$ cat src/rtl/imm_gen_pipe.sv
// Buffered RISC-V immediate generator: computes the extended immediate on accept and queues it with type/tag.
// Optional macro IMM_ILLEGAL_CHK_EN adds a per-entry error bit for undefined type codes.
`ifndef ITYPE
`define ITYPE 3'd0
`endif
`ifndef STYPE
`define STYPE 3'd1
`endif
`ifndef BTYPE
`define BTYPE 3'd2
`endif
`ifndef UTYPE
`define UTYPE 3'd3
`endif
`ifndef JTYPE
`define JTYPE 3'd4
`endif
`ifndef ZTYPE
`define ZTYPE 3'd5
`endif

module imm_gen_pipe #(
  parameter int XLEN  = 32,
  parameter int DEPTH = 2,
  parameter int TAG_W = 5
) (
  input  logic             clk,
  input  logic             rst,
  input  logic             flush,
  input  logic             in_valid,
  output logic             in_ready,
  input  logic [31:7]      in_inst,
  input  logic [2:0]       in_type,
  input  logic [TAG_W-1:0] in_tag,
  output logic             out_valid,
  input  logic             out_ready,
  output logic [XLEN-1:0]  out_imm,
  output logic [2:0]       out_type,
  output logic [TAG_W-1:0] out_tag,
  output logic             out_err
);

  localparam int PTR_W = (DEPTH > 1) ? $clog2(DEPTH) : 1;
  localparam int CNT_W = PTR_W + 1;

  // Formats are assembled at 64 bits and narrowed, so RV32 and RV64 share one table.
  function automatic logic signed [XLEN-1:0] gen_imm(input logic [31:7] inst,
                                                     input logic [2:0]  typ);
    logic [63:0] w;
    logic        s;
    s = inst[31];
    w = '0;
    case (typ)
      `ITYPE: w = {{52{s}}, inst[31:20]};
      `STYPE: w = {{52{s}}, inst[31:25], inst[11:7]};
      `BTYPE: w = {{51{s}}, inst[31], inst[7], inst[30:25], inst[11:8], 1'b0};
      `JTYPE: w = {{44{s}}, inst[19:12], inst[20], inst[30:21], 1'b0};
      `UTYPE: w = {{32{s}}, inst[31:12], 12'b0};
      `ZTYPE: w = {59'b0, inst[19:15]};
      default: w = '0;
    endcase
    return w[XLEN-1:0];
  endfunction

  logic [PTR_W-1:0]       wr_ptr_q, wr_ptr_d;
  logic [PTR_W-1:0]       rd_ptr_q, rd_ptr_d;
  logic [CNT_W-1:0]       count_q, count_d;
  logic                   push, pop;
  logic signed [XLEN-1:0] imm_d;

  logic signed [XLEN-1:0] imm_mem_q  [DEPTH];
  logic [2:0]             type_mem_q [DEPTH];
  logic [TAG_W-1:0]       tag_mem_q  [DEPTH];

  assign in_ready  = (count_q < CNT_W'(DEPTH));
  assign out_valid = (count_q != '0);
  assign imm_d     = gen_imm(in_inst, in_type);

  always_comb begin
    push     = in_valid && in_ready;
    pop      = out_valid && out_ready;
    wr_ptr_d = wr_ptr_q;
    rd_ptr_d = rd_ptr_q;
    count_d  = count_q;
    if (flush) begin
      wr_ptr_d = '0;
      rd_ptr_d = '0;
      count_d  = '0;
    end else begin
      if (push) wr_ptr_d = wr_ptr_q + 1'b1;
      if (pop)  rd_ptr_d = rd_ptr_q + 1'b1;
      if (push && !pop)      count_d = count_q + 1'b1;
      else if (pop && !push) count_d = count_q - 1'b1;
    end
  end

  always_ff @(posedge clk) begin
    if (rst) begin
      wr_ptr_q <= '0;
      rd_ptr_q <= '0;
      count_q  <= '0;
    end else begin
      wr_ptr_q <= wr_ptr_d;
      rd_ptr_q <= rd_ptr_d;
      count_q  <= count_d;
    end
  end

  // Entry storage: data only, never reset.
  always_ff @(posedge clk) begin
    if (push && !flush) begin
      imm_mem_q[wr_ptr_q]  <= imm_d;
      type_mem_q[wr_ptr_q] <= in_type;
      tag_mem_q[wr_ptr_q]  <= in_tag;
    end
  end

  assign out_imm  = out_valid ? imm_mem_q[rd_ptr_q] : '0;
  assign out_type = type_mem_q[rd_ptr_q];
  assign out_tag  = tag_mem_q[rd_ptr_q];

`ifdef IMM_ILLEGAL_CHK_EN
  logic err_d;
  logic err_mem_q [DEPTH];

  assign err_d = (in_type > `ZTYPE);

  always_ff @(posedge clk) begin
    if (push && !flush) err_mem_q[wr_ptr_q] <= err_d;
  end

  assign out_err = out_valid && err_mem_q[rd_ptr_q];
`else
  assign out_err = 1'b0;
`endif

endmodule

$ cat config.mk
export PLATFORM = sky130hd
export DESIGN_NAME = imm_gen_pipe
export DESIGN_NICKNAME = d
export VERILOG_FILES = /design/src/rtl/imm_gen_pipe.sv
export SDC_FILE = /design/constraint.sdc
export NUM_CORES = 1
export LEC_CHECK = 0
export CAP_MARGIN = 15
export CORE_MARGIN = 3
export CORE_UTILIZATION = 50
export DETAILED_ROUTE_END_ITERATION = 10
export PLACE_DENSITY = 0.79
export SLEW_MARGIN = 10
export SYNTH_ARGS = -nofsm -noshare
export SYNTH_HDL_FRONTEND = slang
export SYNTH_SLANG_ARGS = --single-unit
export TNS_END_PERCENT = 20
$ cat constraint.sdc
create_clock -name clk -period 5.6 [get_ports clk]
set_input_delay 0.84 -clock clk [delete_from_list [all_inputs] [get_ports clk]]
set_output_delay 0.84 -clock clk [all_outputs]
set_load 0.02 [all_outputs]
==> results of run 1 <==
final cells by class:
cell class / count / area share
clock buffers: 11 / 0.02760
clock inverters: 5 / 0.005783
inverters: 2 / 0.001577
multi-input cells: 173 / 0.2403
repair buffers: 82 / 0.1735
flip-flops and latches: 85 / 0.5260
well taps: 96 / 0.02524
cells in the final DEF, fill, tap and decap left out, drive strengths merged:
master          n
o21ai           4
xor2            3
edfxtp         80
nand3b          2
a31oi           4
or3             1
o2bb2ai         4
a21oi          16
o22ai           8
nor3            4
inv             2
xnor2           2
ha              1
mux2i          33
dfxtp           5
mux2            8
nand2b          1
and3b           2
and2            2
clkdlybuf4s50  79
clkinvlp        2
clkbuf         11
nor2           34
clkinv          3
conb            1
buf             3
and2b           6
nor3b           1
nor2b          10
a211oi          3
maj3            1
nand2          22
cell usage after synthesis, types with 3 or more instances:
master	count	area [µm²]
edfxtp_1	80	2402
nor2_1	34	127.6
mux2i_1	33	330.3
nand2_1	22	82.58
a21oi_1	16	80.08
buf_2	10	50.05
nor2b_1	10	62.56
mux2_2	8	90.09
o22ai_1	8	50.05
and2b_1	6	45.04
clkbuf_1	6	22.52
dfxtp_1	5	100.1
a31oi_1	4	25.02
nor3_1	4	20.02
o21ai_0	4	20.02
o2bb2ai_1	4	35.03
a211oi_1	3	22.52
xor2_1	3	26.28
path summary, 6_finish.rpt:
check,endpoint,from
worst min-delay path,count_q[1],count_q[1]
worst min register to register,count_q[1],count_q[1]
worst max-delay path,out_type[0],flip-flop
worst max register to register,imm_mem_q[1][16],count_q[1]
metal layers:
metal	vias to the layer above	global-route usage
met2	94	0.2918
met1	1166	0.2450
li1	1166	-
met5	-	0
met3	11	0.03168
met4	0	0.07570
critical path, stage by stage (launching register included):
cell and delay [ns]:
dfxtp_2 0.61, buf_12 0.28, mux2_2 0.37, clkdlybuf4s50_1 0.54
registers in the layout, indices dropped and copies added (netlist names), named ones only:
signal and count:
imm_mem_q 64, rd_ptr_q 1, wr_ptr_q 1, count_q 2, type_mem_q 6, tag_mem_q 10
cells by family (layout without fill, tap and decap cells):
kind of cell             after synthesis  count (layout)  synth area share
buffers and inverters                 23             100           0.03229
multiplexers                          41              41            0.1119
AO/OA/AOI/OAI                         39              39           0.06192
flip-flops                            85              85            0.6658
XOR/XNOR                               5               5           0.01165
adder cells (fa/ha/maj)                2               2          0.006324
AND/OR/NAND/NOR                       85              85            0.1092
other                                  1               1         0.0009977
power by group through the flow:
| stage | Sequential, mW | Clock, mW | Combinational [mW] |
|---|---|---|---|
| 6_report | 0.736 | 0.362 | 0.221 |
| 5_1_grt | 0.738 | 0.393 | 0.238 |
| 3_3_place_gp | 0.752 | 0 | 0.213 |
| 2_1_floorplan | 0.747 | 0 | 0.125 |
| 4_1_cts | 0.739 | 0.367 | 0.219 |
| 3_5_place_dp | 0.753 | 0 | 0.218 |
metrics by stage:
step / utilization / hold WS [ns]
after floorplan: - / 0.4947
after global placement: 0.6491 / 0.5346
after detailed placement: 0.6491 / 0.5620
after CTS: 0.6716 / 0.5760
after global routing: 0.6745 / 0.5912
final: 0.6745 / 0.5755
==> flow_summary.yaml, run 1 <==
sta:
  post-route-min-period_ns: 2.998
  setup_violations: 0
  maxClockFrequency_ghz: 0.3336
  fin_crit_sh: 0.5353
  setup-tns-final_ns: 0
  final-hold-violation-count: 0
  worst_slack_ns: 2.602
  fin_skew_ns: 0.01130
  max_slew_margin: 0.3617
  tightestPinTransition_ns: 0.9574
  rsz_0062_raised_after_global_routing: "no"
  maxSlewViolCount: 0
power_and_ir_drop:
  p_int_mw: 0.9859
  switching_share: 0.2521
  power-per-cell-area_nw_per_um2: 277.0
  net_switching_mw: 0.3323
  power.static_leakage_nw: 1.575
  report.power.total_mw: 1.318
  combPwrFrac: 0.168
  clock_power_share: 0.274
  power.sequential.fraction: 0.558
  peakVddDrop_mv: 0.1705
yosys:
  synth-warning-count: 0
  post_synth_instance_area_um2: 3759
  ys_async_sr_fraction: 0
  ys_dominant_reg_cell: "edfxtp_1"
  number_of_enable_flip_flop_cells_after_synthesis: 80
  syn-mean-instance-area_um2: 13.38
  synthesis.nets: 320
  synth_seq_cells: 85
  synthCells: 281
  synth_seq_area_share: 0.6658
  netlist-cell-type-count: 32
route:
  wirelength_met1_mm: 3.407
  post-route-drc-count: 0
  postRouteWirelength_mm: 7.588
  drt_iter0_drc: 125
  drtPass1Iterations: 4
  highest_layer: "met4"
  dr_wl_met2_mm: 3.638
  routed-via-count: 2437
  per_cell_routed_wire_length_um: 16.71
  final_antenna_net_count: 0
  met3_length_um: 431
  routed_via_density: 5.368
final_layout:
  area_used_by_multi_input_combinational_logic_um2: 1144
  fillcell_total: 551
  final-instance-count-excl-fill: 454
  post-route-cell-area_um2: 4760
  final_layout_size_suffix_gt1_frac: 0.08101
  layout.nets: 392
  layout-area-overhead-vs-synth_pct: 26.63
  sequential_cell_area_um2: 2504
  antenna_cells_inserted: 0
floorplanning:
  core_area_um2: 7057
  die_height_um: 92.70
  placementRows: 30
  die_area_um2: 8593
  fp.dieW_um: 92.70
  initial_core_util: 0.5326
  design.portCount: 81
worst_setup_path:
  flop_to_flop_setup_slack_ns: 3.65
  end_kind: "primary output"
  cp-start-kind: "flip-flop"
  worst_r2r_path_depth: 2
  crit_type: "flip-flop to primary output"
  critPathRequiredTime_ns: 4.76
  worst-endpoint-arrival_ns: 2.16
  path_max_fanout: 27
clock_network:
  cts.htree.levels: 3
  cts_tree: "built"
  worstSkewPairLatency_ns: 0.34
  clk_buf_depth: 2
  clock-sinks: 85
  hold_buffers: 0
  cts.repair_timing.setup_buffer_count: 0
  cts_resized: 0
  tritoncts.num_buffers: 9
  master_cell_of_the_clock_root_buffer: "clkbuf_8"
  cts.clk_slew.worst_paths_ns: 0.08
place:
  io_buffer_count: 79
  postPlaceCellArea_um2: 4581
  place_ws_ns: 2.590
  gp_congestion: 0.8192
  post-dp-hpwl_mm: 4.996
  place.detailed.instances: 437
global_routing:
  grt_util_all_layers: 0.1815
  gr-total-overflow: 0
  grt_pass1_wl_mm: 12.10
  grt_pass1_vias: 2440
  grt_antenna_before_repair: 0
  grt_max_degree: 41
outcome:
  run_status: "complete, no violations"
worst_hold_path:
  worstHoldPathCells: 2
  min_path_type: "flip-flop to flip-flop"
run:
  max_cap_viol_count: 0
(Power assumes the default switching activity.)
==> inputs of run 2 (changes only) <==
==> constraint.sdc (replaced) <==
create_clock -name clk -period 3.1 [get_ports clk]
set_input_delay 0.465 -clock clk [delete_from_list [all_inputs] [get_ports clk]]
set_output_delay 0.465 -clock clk [all_outputs]
set_load 0.02 [all_outputs]
==> flow_summary.yaml, run 2 (same netlist as run 1, synthesis figures left out) <==
power_and_ir_drop:
  power.static_leakage_nw: 1.634
  peakVddDrop_mv: 0.3267
  switching_share: 0.2352
  power.sequential.fraction: 0.499
  clock_power_share: 0.348
  p_int_mw: 2.035
  net_switching_mw: 0.6259
  power-per-cell-area_nw_per_um2: 545.2
  combPwrFrac: 0.153
route:
  final_antenna_net_count: 0
  post-route-drc-count: 0
  drt_iter0_drc: 191
  routed-via-count: 2426
  routed_via_density: 5.309
  per_cell_routed_wire_length_um: 17.15
  drtPass1Iterations: 5
  postRouteWirelength_mm: 7.838
run:
  max_cap_viol_count: 0
worst_hold_path:
  min_path_type: "flip-flop to flip-flop"
  worstHoldStart: "rd_ptr_q"
sta:
  maxClockFrequency_ghz: 0.3832
  tightestPinTransition_ns: 0.7013
  setup-tns-final_ns: 0
  fin_crit_sh: 0.8418
  rsz_0062_raised_after_global_routing: "no"
  final-hold-violation-count: 0
  setup_violations: 0
  maxSlewViolCount: 0
  max_slew_margin: 0.5310
  fin_skew_ns: 0.004080
  worst_slack_ns: 0.4905
  post-route-min-period_ns: 2.609
place:
  post-dp-hpwl_mm: 5.132
  postPlaceCellArea_um2: 4642
  place.detailed.instances: 441
  gp_congestion: 0.8616
  io_buffer_count: 79
  place_ws_ns: 0.7029
outcome:
  run_status: "complete, no violations"
clock_network:
  clock-sinks: 85
  cts.repair_timing.setup_buffer_count: 0
  tritoncts.num_buffers: 9
  cts_tree: "built"
  cts.clk_slew.worst_paths_ns: 0.08
  worstSkewPairLatency_ns: 0.35
  master_cell_of_the_clock_root_buffer: "clkbuf_8"
  cts_resized: 0
  clk_buf_depth: 2
  cts.htree.levels: 3
  hold_buffers: 0
final_layout:
  post-route-cell-area_um2: 4880
  antenna_cells_inserted: 0
  final-instance-count-excl-fill: 457
  sequential_cell_area_um2: 2504
  layout_commonest_cell: "edfxtp_1"
  area_used_by_multi_input_combinational_logic_um2: 1150
  regMostFlops: "imm_mem_q"
  layout.nets: 395
  layout-area-overhead-vs-synth_pct: 29.83
  final_layout_size_suffix_gt1_frac: 0.09418
  largest_register_ff_count: 64
  largestRegisters: "imm_mem_q x64, tag_mem_q x10, type_mem_q x6"
  most-common-layout-cells: "edfxtp_1, clkdlybuf4s50_1, mux2i_1, nor2_1, nand2_1"
  fillcell_total: 535
floorplanning:
  die_area_um2: 8593
  fp.dieW_um: 92.70
  initial_core_util: 0.5326
  design.portCount: 81
  placementRows: 30
  core_area_um2: 7057
  die_height_um: 92.70
worst_setup_path:
  rr_startpoint: "count_q[1]"
  end_kind: "primary output"
  flop_to_flop_setup_slack_ns: 1.27
  worst_r2r_path_depth: 3
  worst_r2r_endpoint: "imm_mem_q[1][8]"
  worst-endpoint-arrival_ns: 2.14
  crit_type: "flip-flop to primary output"
  crit_end: "out_imm[16]"
  cp-start-kind: "flip-flop"
  critPathRequiredTime_ns: 2.63
  path_max_fanout: 26
global_routing:
  grt_util_all_layers: 0.1881
  gr-total-overflow: 0
  grt_antenna_before_repair: 0
  grt_pass1_wl_mm: 12.25
  grt_pass1_vias: 2455
  grt_max_degree: 41
run 2: layout make-up:
type	instances	area share
sequential	85	0.5131
multi-input combinational	173	0.2356
timing repair buffer	85	0.1764
clock buffer	10	0.02615
tap	96	0.02462
clock inverter	6	0.02256
inverter	2	0.001538
run 2: worst min-delay path by stage:
stage,endpoint,depth (start not counted),slack [ns]
2_1_floorplan,count_q[1],2,0.49
3_3_place_gp,rd_ptr_q,2,0.53
3_5_place_dp,flip-flop,2,0.54
4_1_cts,rd_ptr_q,2,0.57
5_1_grt,flip-flop,2,0.62
6_report,rd_ptr_q,2,0.57
run 2: routing by layer:
layer	global-route usage	share of wire
met5	0	0
met3	0.04549	0.081
met1	0.2444	0.42
met4	0.06227	0.0029
met2	0.3118	0.50
run 2: per-stage QoR:
step / total power [mW] / util / hold slack, ns
6_report: 2.660 / 0.6915 / 0.5660
5_1_grt: 2.756 / 0.6915 / 0.6178
4_1_cts: 2.674 / 0.6915 / 0.5698
3_5_place_dp: 1.761 / 0.6578 / 0.5443
3_3_place_gp: 1.749 / 0.6578 / 0.5330
2_1_floorplan: 1.573 / - / 0.4947
run 2: critical path: stages, from the launching register on:
cell and delay (ns):
dfxtp_2 0.60, buf_12 0.28, mux2i_1 0.28, nor2_1 0.06
clkdlybuf4s50_1 0.55
run 2: power by group through the flow:
stage	clock (mW)	sequential [mW]	combinational, mW
after floorplan	0	1.35	0.226
after global placement	0	1.35	0.397
after detailed placement	0	1.35	0.407
after CTS	0.936	1.33	0.410
after global routing	0.985	1.33	0.439
final	0.925	1.33	0.408
